--- config.mk ---
export PLATFORM = sky130hd
export DESIGN_NAME = pit_cmd_loader
export DESIGN_NICKNAME = d
export VERILOG_FILES = /design/src/rtl/pit_cmd_loader.sv
export SDC_FILE = /design/constraint.sdc
export NUM_CORES = 1
export LEC_CHECK = 0
export CAP_MARGIN = 20
export CELL_PAD_IN_SITES_DETAIL_PLACEMENT = 1
export CELL_PAD_IN_SITES_GLOBAL_PLACEMENT = 1
export CORE_UTILIZATION = 41
export DETAILED_ROUTE_END_ITERATION = 8
export GPL_ROUTABILITY_DRIVEN = 0
export PLACE_DENSITY_LB_ADDON = 0.1
export SYNTH_ARGS = -nofsm -noshare
export SYNTH_HDL_FRONTEND = slang
export SYNTH_SLANG_ARGS = --single-unit
export TNS_END_PERCENT = 20
--- constraint.sdc ---
create_clock -name clk -period 2.25 [get_ports clk]
set_clock_uncertainty 0.2 [all_clocks]
set_input_delay 0.675 -clock clk [delete_from_list [all_inputs] [get_ports clk]]
set_output_delay 0.675 -clock clk [all_outputs]
set_load 0.01 [all_outputs]
--- src/rtl/pit_cmd_loader.sv ---
// pit_cmd_loader: byte-serial command decoder that programs a PIT-style timer.
// Opcode in bits [7:6]: CLR clears the error flag, WR_RELOAD takes two
// payload bytes (lo, hi), WR_CTRL sets mode/prescale and RUN sets timer_en.
// reload only changes as a whole 16-bit word, which is followed by one COMMIT
// cycle that strobes load_pulse.
module pit_cmd_loader #(
    parameter int          TIMEOUT    = 255,
    parameter logic [15:0] RELOAD_RST = 16'hFFFF
) (
    input  logic        clk,
    input  logic        rst,
    input  logic        in_valid,
    input  logic [7:0]  in_data,
    output logic        in_ready,
    output logic [15:0] reload,
    output logic [3:0]  prescale,
    output logic [1:0]  mode,
    output logic        timer_en,
    output logic        load_pulse,
    output logic        cmd_err,
    output logic        busy
);

    // The counter has to be able to hold TIMEOUT itself, so no wrap is possible.
    localparam int CNT_W = (TIMEOUT > 0) ? $clog2(TIMEOUT + 1) : 1;
    localparam logic [CNT_W-1:0] TO_VAL = CNT_W'(TIMEOUT);

    typedef enum logic [1:0] {
        IDLE   = 2'd0,
        GET_LO = 2'd1,
        GET_HI = 2'd2,
        COMMIT = 2'd3
    } state_t;

    localparam logic [1:0] OP_CLR    = 2'b00;
    localparam logic [1:0] OP_RELOAD = 2'b01;
    localparam logic [1:0] OP_CTRL   = 2'b10;
    localparam logic [1:0] OP_RUN    = 2'b11;

    state_t           state_q, state_d;
    logic [15:0]      reload_q, reload_d;
    logic [7:0]       shadow_q, shadow_d;
    logic [3:0]       prescale_q, prescale_d;
    logic [1:0]       mode_q, mode_d;
    logic             timer_en_q, timer_en_d;
    logic             cmd_err_q, cmd_err_d;
    logic [CNT_W-1:0] cnt_q, cnt_d;
    logic             accept;

    // Outputs are direct decodes of the state, so reset forces them immediately.
    assign in_ready   = (state_q != COMMIT);
    assign busy       = (state_q != IDLE);
    assign load_pulse = (state_q == COMMIT);
    assign accept     = in_valid && in_ready;

    assign reload   = reload_q;
    assign prescale = prescale_q;
    assign mode     = mode_q;
    assign timer_en = timer_en_q;
    assign cmd_err  = cmd_err_q;

    // Next-state logic: command decode in IDLE, payload capture and timeout in GET_*.
    always_comb begin
        state_d    = state_q;
        reload_d   = reload_q;
        shadow_d   = shadow_q;
        prescale_d = prescale_q;
        mode_d     = mode_q;
        timer_en_d = timer_en_q;
        cmd_err_d  = cmd_err_q;
        cnt_d      = cnt_q;

        case (state_q)
            IDLE: begin
                cnt_d = '0;
                if (accept) begin
                    case (in_data[7:6])
                        OP_CLR:    cmd_err_d = 1'b0;
                        OP_RELOAD: state_d   = GET_LO;
                        OP_CTRL: begin
                            // Mode 11 is reserved: reject the whole command.
                            if (in_data[5:4] == 2'b11) begin
                                cmd_err_d = 1'b1;
                            end else begin
                                mode_d     = in_data[5:4];
                                prescale_d = in_data[3:0];
                            end
                        end
                        OP_RUN:    timer_en_d = in_data[0];
                        default:   ;
                    endcase
                end
            end
            GET_LO, GET_HI: begin
                // A byte arriving on the expiry cycle still counts.
                if (accept) begin
                    cnt_d = '0;
                    if (state_q == GET_LO) begin
                        shadow_d = in_data;
                        state_d  = GET_HI;
                    end else begin
                        reload_d = {in_data, shadow_q};
                        state_d  = COMMIT;
                    end
                end else if (cnt_q == TO_VAL) begin
                    state_d   = IDLE;
                    shadow_d  = '0;
                    cnt_d     = '0;
                    cmd_err_d = 1'b1;
                end else begin
                    cnt_d = cnt_q + CNT_W'(1);
                end
            end
            COMMIT: begin
                cnt_d   = '0;
                state_d = IDLE;
            end
            default: state_d = IDLE;
        endcase
    end

    // State register with asynchronous reset.
    always_ff @(posedge clk or posedge rst) begin
        if (rst) begin
            state_q    <= IDLE;
            reload_q   <= RELOAD_RST;
            shadow_q   <= '0;
            prescale_q <= '0;
            mode_q     <= '0;
            timer_en_q <= 1'b0;
            cmd_err_q  <= 1'b0;
            cnt_q      <= '0;
        end else begin
            state_q    <= state_d;
            reload_q   <= reload_d;
            shadow_q   <= shadow_d;
            prescale_q <= prescale_d;
            mode_q     <= mode_d;
            timer_en_q <= timer_en_d;
            cmd_err_q  <= cmd_err_d;
            cnt_q      <= cnt_d;
        end
    end

endmodule
==> impl_results.md <==
* Final non-filler cell total at 247
* Fin crit period at 2180 ps
* Layout cells sized above 1 at 30.8%
* Sw frac at 33.0%
* All-Layer GR Usage at 20.0%
* Cells after DPL at 236
* Overall power at 3.49 mW
* Worst r2r src: state_q[1]$_DFFE_PP0P_
* Antenna viol nets, final at 0
* Register-to-Register Setup Slack at 220 ps
* Max Root-Sink Buffers at 2
* DRT Wirelength at 4200 µm
* RSZ-0062 raised after global routing: true
* Fill count at 441
* Slew Limit Fails at 0
* Comb power frac at 44.4%
* Worst-Skew Late Latency at 300 ps
* Worst-margin pin slew at 407 ps
* Core Region at 4320 µm²
* Tightest hold margin at 294 ps
* Number of global-route vias before repair at 1480
* Hold-fix buffers, CTS at 0
* Die span in y at 69.0 µm
* Worst VDD drop at 0.000646 V
* Seq pwr share at 38.2%
* WS Path Type: flip-flop to primary output
* Via count at 1267
* Element type at the critical path start: flip-flop
* DR WL/cell at 17.0 µm
* Crit path DAT at 1310 ps
* Total gr overflow at 0
* PortBufs at 37
* CP Max Fanout at 3
* Relative slew slack at 72.9%
* Yosys reg bits at 42
* Sequential element share of the synthesized area at 58.1%
* First-pass GRT wire length at 7570 µm
* Number of inserted diodes at 0
* Syn Area/Cell at 13.8 µm²
* # rows at 24
* R2r worst-path depth at 6
* Reg2reg end: reload[3]$_DFFE_PP1P_
* Final nets at 209
* Area of the multi-input gates at 746 µm²
* Synthesized instance count at 134
* Most frequent cells in the layout: dfrtp_1 (25), clkdlybuf4s50_1 (18), buf_4 (18)
* Final setup fails at 0
* Final hold violations at 0
* Initial antenna violation count at 0
* PwrDens at 1370 nW/µm²
* Initial core utilization at 42.6%
* TritonCTS clock tree: built
* Clk network pwr share at 17.3%
* Pin count of the biggest net entering global routing at 43
* Outcome: completed
* H-tree Lvls at 2
* Pleak at 1.24 nW
* Initial DRC count at 40
* NetSw at 1.15 mW
* Clock sinks at 42
* Hold EP: shadow_q[4]$_DFFE_PP0P_
* CP Capture Type: primary output
* Die Width at 69.0 µm
* Max Freq at 458 MHz
* Top_reg_cell synth: dfrtp_1
* HP Class: flip-flop to flip-flop
* DRC Markers at 0
* CTS buffer count at 5
* # Max-Cap Violations at 0
* Largest cells by area after synthesis: dfrtp_1 (35%), dfstp_2 (23%), mux2_1 (9.8%), mux2_2 (4.3%), a22o_1 (3.8%)
* Die area at 4770 µm²
* Top cell type's share of synthesized area at 35.3%
* Worst Hold Launch: shadow_q[4]$_DFFE_PP0P_
* Area grow syn2layout at 38.6%
* Via density at 5.13
* Most common cell after layout, fill and taps aside: dfrtp_1
* Syn_nets at 149
* Post-synth EDFFs at 0
* Final Cycle Share at 97.0%
* First-pass DRT Iterations at 4
* Yosys cell types at 36
* P_int at 2.34 mW
* Mapped Area at 1840 µm²
* I/O Pins at 38
* WP data required at 1370 ps
* Hpwl dp at 2970 µm
* WHS Path Cells at 1
* CTS Root Cell: clkbuf_8
* Seq. cell area at 1070 µm²
* Syn. warnings at 0
* Leading area contributor after synthesis: dfrtp_1
* Clock transition at path regs at 90 ps
* Asr flop ratio synth at 100%
==> Yosys cell counts, types with 2 or more instances <==
| master | instances |
|---|---|
| dfrtp_1 | 26 |
| o21ai_0 | 2 |
| mux2_2 | 7 |
| ha_1 | 4 |
| nor2_1 | 7 |
| nand3_1 | 7 |
| a21oi_1 | 2 |
| nand2_1 | 2 |
| nand2b_1 | 2 |
| and3_1 | 3 |
| a22o_1 | 8 |
| xor2_1 | 4 |
| o21ai_2 | 2 |
| nand4_1 | 2 |
| mux2_1 | 16 |
| inv_1 | 5 |
| dfstp_2 | 16 |
==> logic make-up (layout without fill, tap and decap cells) <==
group,count (synthesis),in the layout,share of synthesized area [%]
AOI/OAI and AO/OA,19,19,8.62
buffers and inverters,8,69,2.10
and+or+nand+nor,32,32,11.2
xor gates and xnor gates,5,5,2.38
muxes,24,24,14.9
DFF,42,42,58.1
adders and majority gates,4,4,2.72
==> flip-flops by register name, summed over array words and instances (netlist names) <==
register	cells
shadow_q	8
mode	2
timer_en	1
reload	16
cmd_err	1
cnt_q	8
prescale	4
state_q	2
==> worst max-delay path, stage by stage, from the launching register on <==
cell and delay [ps]:
dfrtp_2 420, inv_1 50, ha_1 200, inv_1 90
clkdlybuf4s15_1 250
==> power groups by stage <==
stage	clock network, mW	registers (mW)	logic, mW
2_1_floorplan	0	1.42	0.749
3_3_place_gp	0	1.33	1.53
3_5_place_dp	0	1.35	1.59
4_1_cts	0.625	1.34	1.57
5_1_grt	0.654	1.38	1.69
6_report	0.605	1.33	1.55
==> cell type report <==
| cell class | instances | share of cell area, % |
|---|---|---|
| inverter | 5 | 0.735 |
| timing repair buffer | 56 | 21.1 |
| multi-input combinational | 84 | 29.2 |
| clock inverter | 3 | 1.76 |
| sequential | 42 | 42.0 |
| clock buffer | 5 | 2.69 |
| tap | 52 | 2.55 |
==> through the flow <==
step                area, µm²  utilization [%]  setup TNS, ps  setup slack, ps
detailed placement       2390             55.3          -2580             -138
global route             2550             59.1          -12.3            -12.3
floorplan                1840                -              0              322
CTS                      2510             58.1          -10.6            -10.6
global placement         2390             55.3          -1830             -110
finish                   2550             59.1              0             67.5
==> per-layer routing <==
metal / share of wire (%) / global-route usage (%)
met5: 0 / 0
met2: 53 / 34.4
met3: 2.3 / 4.09
met4: 0.86 / 5.44
met1: 43 / 25.5
==> how the worst max path moves through the flow <==
stage | start | to | slack, ps | cells after the start
6_report | state_q[0]$_DFFE_PP0P_ | busy | 70 | 4
4_1_cts | state_q[0]$_DFFE_PP0P_ | busy | -10 | 4
5_1_grt | state_q[0]$_DFFE_PP0P_ | busy | -10 | 4
3_5_place_dp | in_valid | reload[5]$_DFFE_PP1P_ | -140 | 5
2_1_floorplan | state_q[0]$_DFFE_PP0P_ | reload[10]$_DFFE_PP1P_ | 320 | 6
3_3_place_gp | in_valid | reload[3]$_DFFE_PP1P_ | -110 | 5
==> what timing repair did <==
item,CTS,global route
setup buffers,1,2
pin swaps,0,0
setup endpoints to repair,10,10
gates resized for setup,12,12
Power figures use the tool's default switching activity.
